## src/rtl/vedic_mult_iter.sv

```systemverilog
// ----------------------------------------------------------------------------
// vedic_mult_iter -- multi-cycle Urdhva-Tiryagbhyam (Vedic) multiplier.
//
// Each WIDTH-bit operand is split into halves. One combinational
// (WIDTH/2)x(WIDTH/2) Vedic core is reused over four cycles. The four partial
// products are added into a 2*WIDTH accumulator, and the result is handed to
// the sink through a valid/ready handshake.
//
// Optional feature macro: VEDIC_SIGNED_EN
//   When defined, an extra input `sgn` selects two's-complement operands.
//   The core always multiplies magnitudes. The sign is applied when the final
//   sum is loaded into c.
//
// Ports:
//   clk        clock; all state updates on the rising edge
//   rst        synchronous active-high reset
//   in_valid   a/b are valid
//   in_ready   operands can be accepted this cycle (combinational)
//   a, b       WIDTH-bit multiplicand / multiplier
//   sgn        (VEDIC_SIGNED_EN only) 1 = signed operands, sampled at accept
//   out_valid  c holds a completed product
//   out_ready  sink takes c this cycle
//   c          2*WIDTH-bit registered product
//   busy       high whenever the FSM is not idle
//
// vedic_core -- recursive NxN Vedic multiplier, built down to 2x2 cells.
// ----------------------------------------------------------------------------

module vedic_core #(
  parameter int unsigned N = 2
) (
  input  logic [N-1:0]   x,
  input  logic [N-1:0]   y,
  output logic [2*N-1:0] p
);

  if (N == 2) begin : g_cell
    // 2x2 Urdhva cell: vertical, crosswise, vertical.
    logic cross_c;
    assign p[0]    = x[0] & y[0];
    assign p[1]    = (x[1] & y[0]) ^ (x[0] & y[1]);
    assign cross_c = (x[1] & y[0]) & (x[0] & y[1]);
    assign p[2]    = (x[1] & y[1]) ^ cross_c;
    assign p[3]    = (x[1] & y[1]) & cross_c;
  end else begin : g_rec
    localparam int unsigned M = N / 2;

    logic [N-1:0] q_ll;
    logic [N-1:0] q_hl;
    logic [N-1:0] q_lh;
    logic [N-1:0] q_hh;

    vedic_core #(.N(M)) u_ll (.x(x[M-1:0]), .y(y[M-1:0]), .p(q_ll));
    vedic_core #(.N(M)) u_hl (.x(x[N-1:M]), .y(y[M-1:0]), .p(q_hl));
    vedic_core #(.N(M)) u_lh (.x(x[M-1:0]), .y(y[N-1:M]), .p(q_lh));
    vedic_core #(.N(M)) u_hh (.x(x[N-1:M]), .y(y[N-1:M]), .p(q_hh));

    // The two cross terms sit at weight 2^M. The high term sits at 2^N.
    assign p = {{N{1'b0}}, q_ll}
             + {{M{1'b0}}, q_hl, {M{1'b0}}}
             + {{M{1'b0}}, q_lh, {M{1'b0}}}
             + {q_hh, {N{1'b0}}};
  end

endmodule

module vedic_mult_iter #(
  parameter int unsigned WIDTH = 32
) (
  input  logic                 clk,
  input  logic                 rst,
  input  logic                 in_valid,
  output logic                 in_ready,
  input  logic [WIDTH-1:0]     a,
  input  logic [WIDTH-1:0]     b,
`ifdef VEDIC_SIGNED_EN
  input  logic                 sgn,
`endif
  output logic                 out_valid,
  input  logic                 out_ready,
  output logic [2*WIDTH-1:0]   c,
  output logic                 busy
);

  localparam int unsigned H  = WIDTH / 2;
  localparam int unsigned W2 = 2 * WIDTH;

  typedef enum logic [2:0] {StIdle, StP0, StP1, StP2, StP3, StDone} state_e;

  state_e           state_q;
  logic [WIDTH-1:0] op_a_q;
  logic [WIDTH-1:0] op_b_q;
  logic [W2-1:0]    acc_q;

  logic             accept;
  logic [WIDTH-1:0] a_load;
  logic [WIDTH-1:0] b_load;
  logic [H-1:0]     core_x;
  logic [H-1:0]     core_y;
  logic [WIDTH-1:0] pp;
  logic [W2-1:0]    pp_ext;
  logic [W2-1:0]    addend;
  logic [W2-1:0]    sum;
  logic [W2-1:0]    result;

  assign in_ready = (state_q == StIdle) | ((state_q == StDone) & out_ready);
  assign busy     = (state_q != StIdle);
  assign accept   = in_valid & in_ready;

`ifdef VEDIC_SIGNED_EN
  logic neg_q;
  logic neg_load;

  // Magnitudes go to the core. -2^(WIDTH-1) negates to itself, and that is
  // the correct unsigned magnitude.
  assign a_load   = (sgn & a[WIDTH-1]) ? -a : a;
  assign b_load   = (sgn & b[WIDTH-1]) ? -b : b;
  assign neg_load = sgn & (a[WIDTH-1] ^ b[WIDTH-1]);
  assign result   = neg_q ? -sum : sum;
`else
  assign a_load   = a;
  assign b_load   = b;
  assign result   = sum;
`endif

  // Pick the operand halves for the current partial-product step.
  always_comb begin
    core_x = op_a_q[H-1:0];
    core_y = op_b_q[H-1:0];
    unique case (state_q)
      StP1: core_y = op_b_q[WIDTH-1:H];
      StP2: core_x = op_a_q[WIDTH-1:H];
      StP3: begin
        core_x = op_a_q[WIDTH-1:H];
        core_y = op_b_q[WIDTH-1:H];
      end
      default: ;
    endcase
  end

  vedic_core #(.N(H)) u_core (
    .x (core_x),
    .y (core_y),
    .p (pp)
  );

  assign pp_ext = {{WIDTH{1'b0}}, pp};

  always_comb begin
    addend = pp_ext;
    unique case (state_q)
      StP1, StP2: addend = pp_ext << H;
      StP3:       addend = pp_ext << WIDTH;
      default:    ;
    endcase
  end

  // The product of two WIDTH-bit magnitudes fits in 2*WIDTH bits, so this
  // add never carries out.
  assign sum = acc_q + addend;

  always_ff @(posedge clk) begin
    if (rst) begin
      state_q   <= StIdle;
      out_valid <= 1'b0;
      c         <= '0;
      acc_q     <= '0;
      op_a_q    <= '0;
      op_b_q    <= '0;
`ifdef VEDIC_SIGNED_EN
      neg_q     <= 1'b0;
`endif
    end else begin
      // accept can only be true in StIdle or StDone. It never collides with
      // the accumulator updates in P0..P3.
      if (accept) begin
        op_a_q <= a_load;
        op_b_q <= b_load;
        acc_q  <= '0;
`ifdef VEDIC_SIGNED_EN
        neg_q  <= neg_load;
`endif
      end

      unique case (state_q)
        StIdle: begin
          if (in_valid) state_q <= StP0;
        end
        StP0: begin
          acc_q   <= sum;
          state_q <= StP1;
        end
        StP1: begin
          acc_q   <= sum;
          state_q <= StP2;
        end
        StP2: begin
          acc_q   <= sum;
          state_q <= StP3;
        end
        StP3: begin
          acc_q     <= sum;
          c         <= result;
          out_valid <= 1'b1;
          state_q   <= StDone;
        end
        StDone: begin
          if (out_ready) begin
            out_valid <= 1'b0;
            state_q   <= in_valid ? StP0 : StIdle;
          end
        end
        default: state_q <= StIdle;
      endcase
    end
  end

endmodule
```

## config.mk

```make
export PLATFORM = sky130hd
export DESIGN_NAME = vedic_mult_iter
export DESIGN_NICKNAME = d
export VERILOG_FILES = /design/src/rtl/vedic_mult_iter.sv
export SDC_FILE = /design/constraint.sdc
export NUM_CORES = 1
export LEC_CHECK = 0
export CORE_ASPECT_RATIO = 0.9
export CORE_MARGIN = 4
export CORE_UTILIZATION = 48
export CTS_CLUSTER_DIAMETER = 100
export DETAILED_ROUTE_END_ITERATION = 8
export PLACE_DENSITY_LB_ADDON = 0.08
export SYNTH_ARGS = -nofsm -noshare
export SYNTH_HDL_FRONTEND = slang
export SYNTH_SLANG_ARGS = --single-unit
```

## constraint.sdc

```tcl
create_clock -name clk -period 25.5 [get_ports clk]
set_input_delay 5.1 -clock clk [delete_from_list [all_inputs] [get_ports clk]]
set_output_delay 5.1 -clock clk [all_outputs]
set_load 0.01 [all_outputs]
```

==> impl_metrics.yaml, run 1 <==
synth:
  yosys.area.top_type_share_pct: 21.0
  ys_seq_area_share_pct: 17.1
  syn_area_per_cell_um2: 7.79
  synth.most_common_cell: "nor2_1"
  synth_top_area_cell: "ha_1"
  mappedNetlistArea_um2: 22900
  synth-async-reset-ratio_pct: 0
  synth-edff-count: 0
  dominantRegCellSynth: "dfxtp_1"
  synth_nets: 3501
  synth_common_cells: "nor2_1, ha_1, nand2_1"
  synth_cell_types: 75
  ys_warn_count: 0
  postSynthCellCount: 2937
  synth_area_leaders: "ha_1, dfxtp_1, fa_1"
  ys_ff_latch: 196
power:
  finalPower_mw: 0.977
  power_density_nw_per_um2: 38.4
  irDropWorstVdd_v: 0.0000458
  total_leakage_power_nw: 12.6
sta:
  hold_viol_final: 0
  fin_crit_ns: 15.34
  maxSlewViolCount: 0
  setup_viol: 0
  whs_ns: 0.456
  setup_ws_ns: 10.16
  slew_headroom_pct: 19.5
  rsz0062_at_grt: "no"
  fmax_mhz: 65.2
  finalCritPeriodShare_pct: 60.2
  fin_tns_setup_ns: 0
  timing.clock.skew_ns: 0.0147
  worst_slew_pin_slew_ns: 1.21
clock_tree:
  cts_buffers: 17
  post_cts_resized: 0
  clockBufferDepth: 2
  cts_tree: "yes"
  clock-sinks: 196
  path_clk_slew_ns: 0.08
  clk_latency_ns: 0.46
  h-tree-depth: 4
  root_buffer: "clkbuf_16"
  hold_buffers: 0
  post_cts_buffers: 0
detailed_routing:
  finalWirelength_um: 64100
  routedWlPerCell_um: 17.7
  vias: 20133
  viasPerCell: 5.56
  drc: 0
  firstDrtPassIters: 5
  antenna_left: 0
  drtIter0Drc: 1299
worst_setup_path:
  startpoint: "state_q[2]$_SDFFE_PP0P_"
  worst_path_largest_cell_delay_ns: 0.60
  end_kind: "flip-flop"
  path_buf_inv: 7
  critPathKind: "flip-flop to flip-flop"
  r2r-start: "state_q[2]$_SDFFE_PP0P_"
  critical-path-top-delay-family: "compound AO/OA/AOI/OAI gates"
  cp.arrival_ns: 15.69
  crit_required_ns: 25.85
  worst_path_most_repeated_cell: "ha_1"
  cpMaxStageDelayCell: "fa_1"
  cp_max_fo: 60
  start_kind: "flip-flop"
hold_path:
  hp-class: "flip-flop to flip-flop"
  hp-start: "c[34]$_SDFFE_PP0N_"
placement:
  routabilityCongestion: 0.940
  port_buffers: 134
  dpl.hpwl_um: 51000
  preCtsSetupSlack_ns: 10.21
floorplan:
  start_util_pct: 48.8
  die_h_um: 215
  rows: 75
  fp.dieArea_um2: 51200
  core-area_um2: 46900
  die_w_um: 238
  boundaryPins: 135
layout:
  diodes: 0
  syn2layout_area_growth_pct: 11.1
  finalNetCount: 3553
  drive_gt1_share_pct: 4.46
  utilization_pct: 54.2
status:
  status: "finished, final reports clean"
grt:
  gr-total-overflow: 0
  grt_max_degree: 107
  antenna_found_initial: 1
  grt_util_all_layers_pct: 24.5
  grt_pass1_wl_um: 103000
  grt_pass1_vias: 19626
flow_run:
  drv_cap: 0
==> worst paths after layout <==
kind,to,slack (ns),cells past startpoint
worst min-delay path,c[34]$_SDFFE_PP0N_,0.46,2
worst max-delay path,acc_q[56]$_SDFFE_PP0P_,10.16,63
worst min register to register,c[34]$_SDFFE_PP0N_,0.46,2
worst max register to register,acc_q[56]$_SDFFE_PP0P_,10.16,63
==> registers in the layout, indices dropped and copies added (netlist names) <==
register / cells
acc_q: 64
op_b_q: 32
op_a_q: 32
c: 64
state_q: 3
out_valid: 1
==> layer usage <==
layer	track usage, %	routed length (um)
met1	34.3	30800
met3	3.03	2870
met5	0	0
met2	40.8	29400
met4	4.57	1060
==> power breakdown <==
group	internal (mW)	leakage (nW)	switching [mW]	total, mW
combinational	0.120	10.7	0.241	0.361
clock	0.141	0.295	0.143	0.284
sequential	0.322	1.59	0.0101	0.332
total	0.583	12.6	0.394	0.977
==> cell type report <==
type	count	area, um^2
Clock buffer	17	425
Clock inverter	15	184
Fill cell	4479	21500
Inverter	287	1080
Multi-Input combinational cell	2311	17400
Sequential cell	196	3920
Tap cell	616	771
Timing Repair Buffer	176	1660
==> through the flow <==
stage                     instances  instance area (um^2)
after floorplan                2937                 22900
after global placement         3586                 24800
after detailed placement       3586                 24800
after CTS                      3618                 25400
after global routing           3618                 25400
final                          3618                 25400
==> tightest hold or removal path, stage by stage, from the launching register on <==
cell and delay (ns):
dfxtp_1 0.31, nand2_1 0.05, a21oi_1 0.05
==> placed cells by master (no fill, tap or decap), types with 52 or more instances in the layout <==
cell type        synthesis  final
a21o_1                 103    103
a21oi_1                289    289
clkdlybuf4s50_1          0    133
dfxtp_1                196    196
fa_1                   111    111
ha_1                   385    385
inv_1                  287    287
nand2_1                302    300
nor2_1                 400    398
o21ai_0                 52     52
xnor2_1                123    123
xor2_1                  85     85
==> kinds of logic after synthesis <==
family | synth area share [%]
DFF | 17.1
and+or+nand+nor | 17.2
adders and majority gates | 30.8
muxes | 1.40
AOI/OAI and AO/OA | 18.4
xor gates and xnor gates | 7.96
buffers and inverters | 7.08
Note: power is estimated with default switching activity, not from simulation.
==> inputs of run 2 (changes only) <==
==> constraint.sdc (replaced) <==
create_clock -name clk -period 13.1 [get_ports clk]
set_input_delay 2.62 -clock clk [delete_from_list [all_inputs] [get_ports clk]]
set_output_delay 2.62 -clock clk [all_outputs]
set_load 0.01 [all_outputs]
==> run 2 against run 1 <==
Worst hold slack lost 0.0035 ns; via count increased by 1.4%; routed wire length rose by 1.8%; largest cell class unchanged; sequential power rose by 95%; sequential cell count unchanged.
==> impl_metrics.yaml, run 2 (synthesized netlist as in run 1, its figures left out) <==
worst_setup_path:
  cp.arrival_ns: 12.87
  r2r_slack_ns: 0.57
  end_kind: "flip-flop"
  crit_required_ns: 13.44
  cp_max_fo: 5
  cpMaxStageDelayCell: "fa_1"
  critPathKind: "flip-flop to flip-flop"
  r2r_cells: 61
  worst_path_most_repeated_cell: "ha_1"
  worst_path_largest_cell_delay_ns: 0.57
  start_kind: "flip-flop"
power:
  power_density_nw_per_um2: 74.7
  finalPower_mw: 1.94
  irDropWorstVdd_v: 0.000104
  total_leakage_power_nw: 12.8
hold_path:
  hold_path_depth: 2
  hp-class: "flip-flop to flip-flop"
clock_tree:
  cts_buffers: 17
  cts_tree: "yes"
  h-tree-depth: 4
  clock-sinks: 196
  clockBufferDepth: 2
  clk_latency_ns: 0.47
  root_buffer: "clkbuf_16"
  path_clk_slew_ns: 0.08
sta:
  setup_viol: 0
  finalCritPeriodShare_pct: 95.7
  fin_crit_ns: 12.53
  worst_slew_pin_slew_ns: 1.22
  rsz0062_at_grt: "yes"
  setup_ws_ns: 0.570
  fmax_mhz: 79.8
  hold_viol_final: 0
  timing.clock.skew_ns: 0.0226
  maxSlewViolCount: 0
  slew_headroom_pct: 18.9
layout:
  top_regs: "acc_q: 64 flops, c: 64 flops"
  final_cell_mix: "nor2_1, ha_1, nand2_1"
  utilization_pct: 55.3
  fill_cells: 4432
  design_area_um2: 25900
  syn2layout_area_growth_pct: 13.3
  seq_area_um2: 3930
  fin_cells: 3645
  final_common_cell: "nor2_1"
  diodes: 0
  finalNetCount: 3580
  drive_gt1_share_pct: 7.03
  multiInputGateArea_um2: 17700
detailed_routing:
  antenna_left: 0
  firstDrtPassIters: 5
  route.met3.wl_um: 3350
  m1WireLength_um: 31000
  finalWirelength_um: 65300
  top_layer: "met4"
  wl_met2_um: 30000
  viasPerCell: 5.60
  vias: 20413
  drc: 0
  drtIter0Drc: 1285
  routedWlPerCell_um: 17.9
status:
  status: "finished, final reports clean"
placement:
  port_buffers: 134
  routabilityCongestion: 0.990
  dpl.hpwl_um: 52400
  preCtsSetupSlack_ns: -0.238
  placed_area_um2: 24900
  dp_cells: 3600
grt:
  grt_max_degree: 107
  gr-total-overflow: 0
  grt_util_all_layers_pct: 25.0
  grt_pass1_wl_um: 105000
  grt_pass1_vias: 19772
  antenna_found_initial: 0
floorplan:
  die_h_um: 215
  core-area_um2: 46900
  die_w_um: 238
  fp.dieArea_um2: 51200
  boundaryPins: 135
  rows: 75
  start_util_pct: 48.8
flow_run:
  drv_cap: 0
## run 2: cell type report
class | instances | area share [%]
multi-input combinational | 2311 | 68.1
sequential | 196 | 15.1
timing repair buffer | 203 | 7.20
inverter | 287 | 4.15
tap | 616 | 2.97
clock buffer | 17 | 1.64
clock inverter | 15 | 0.786
## run 2: layer usage
layer  track usage [%]  vias up
li1                  -    10075
met1              35.5     9784
met2              40.9      491
met3              3.83       63
met4              4.02        0
met5                 0        -
## run 2: worst paths after layout
check,from,to
hold reg to reg,c[42]$_SDFFE_PP0N_,c[42]$_SDFFE_PP0N_
hold / removal,c[42]$_SDFFE_PP0N_,c[42]$_SDFFE_PP0N_
setup / recovery,state_q[2]$_SDFFE_PP0P_,c[57]$_SDFFE_PP0N_
setup reg to reg,state_q[2]$_SDFFE_PP0P_,c[57]$_SDFFE_PP0N_
## run 2: stage by stage
step                setup TNS [ns]  hold WS (ns)
finish                           0         0.453
global route               -0.0874         0.470
CTS                              0         0.456
detailed placement          -0.987         0.445
global placement                 0         0.442
floorplan                        0         0.432
## run 2: worst max-delay path: cells and delay by family, from the launching register on
kind,cells,cell delay (ns)
muxes,1,0.29
AOI/OAI and AO/OA,28,4.79
DFF,1,0.34
xor gates and xnor gates,5,0.84
adders and majority gates,12,4.24
and+or+nand+nor,10,1.53
buffers and inverters,5,0.39
## run 2: what timing repair did
| action | in CTS | in global routing |
|---|---|---|
| buffers inserted | 2 | 11 |
| pin swaps | 2 | 26 |
| resized for setup | 5 | 65 |
| hold buffers | 0 | 0 |
| endpoints found under the setup margin | 18 | 71 |
## run 2: power by group
part           internal [mW]  total [mW]  switching (mW)
logic                  0.247       0.730           0.483
registers              0.626       0.646          0.0197
clock network          0.264       0.561           0.297
total                   1.14        1.94           0.799
==> inputs of run 3 (changes only) <==
--- a/config.mk
+++ b/config.mk
@@ -8,6 +8,7 @@
 export CORE_ASPECT_RATIO = 0.9
 export CORE_MARGIN = 4
 export CORE_UTILIZATION = 48
+export CTS_BUF_LIST = sky130_fd_sc_hd__clkbuf_16
 export CTS_CLUSTER_DIAMETER = 100
 export DETAILED_ROUTE_END_ITERATION = 8
 export PLACE_DENSITY_LB_ADDON = 0.08
==> results of run 3 <==
No change in the layout: final DEF, timing and power equal those of run 2.
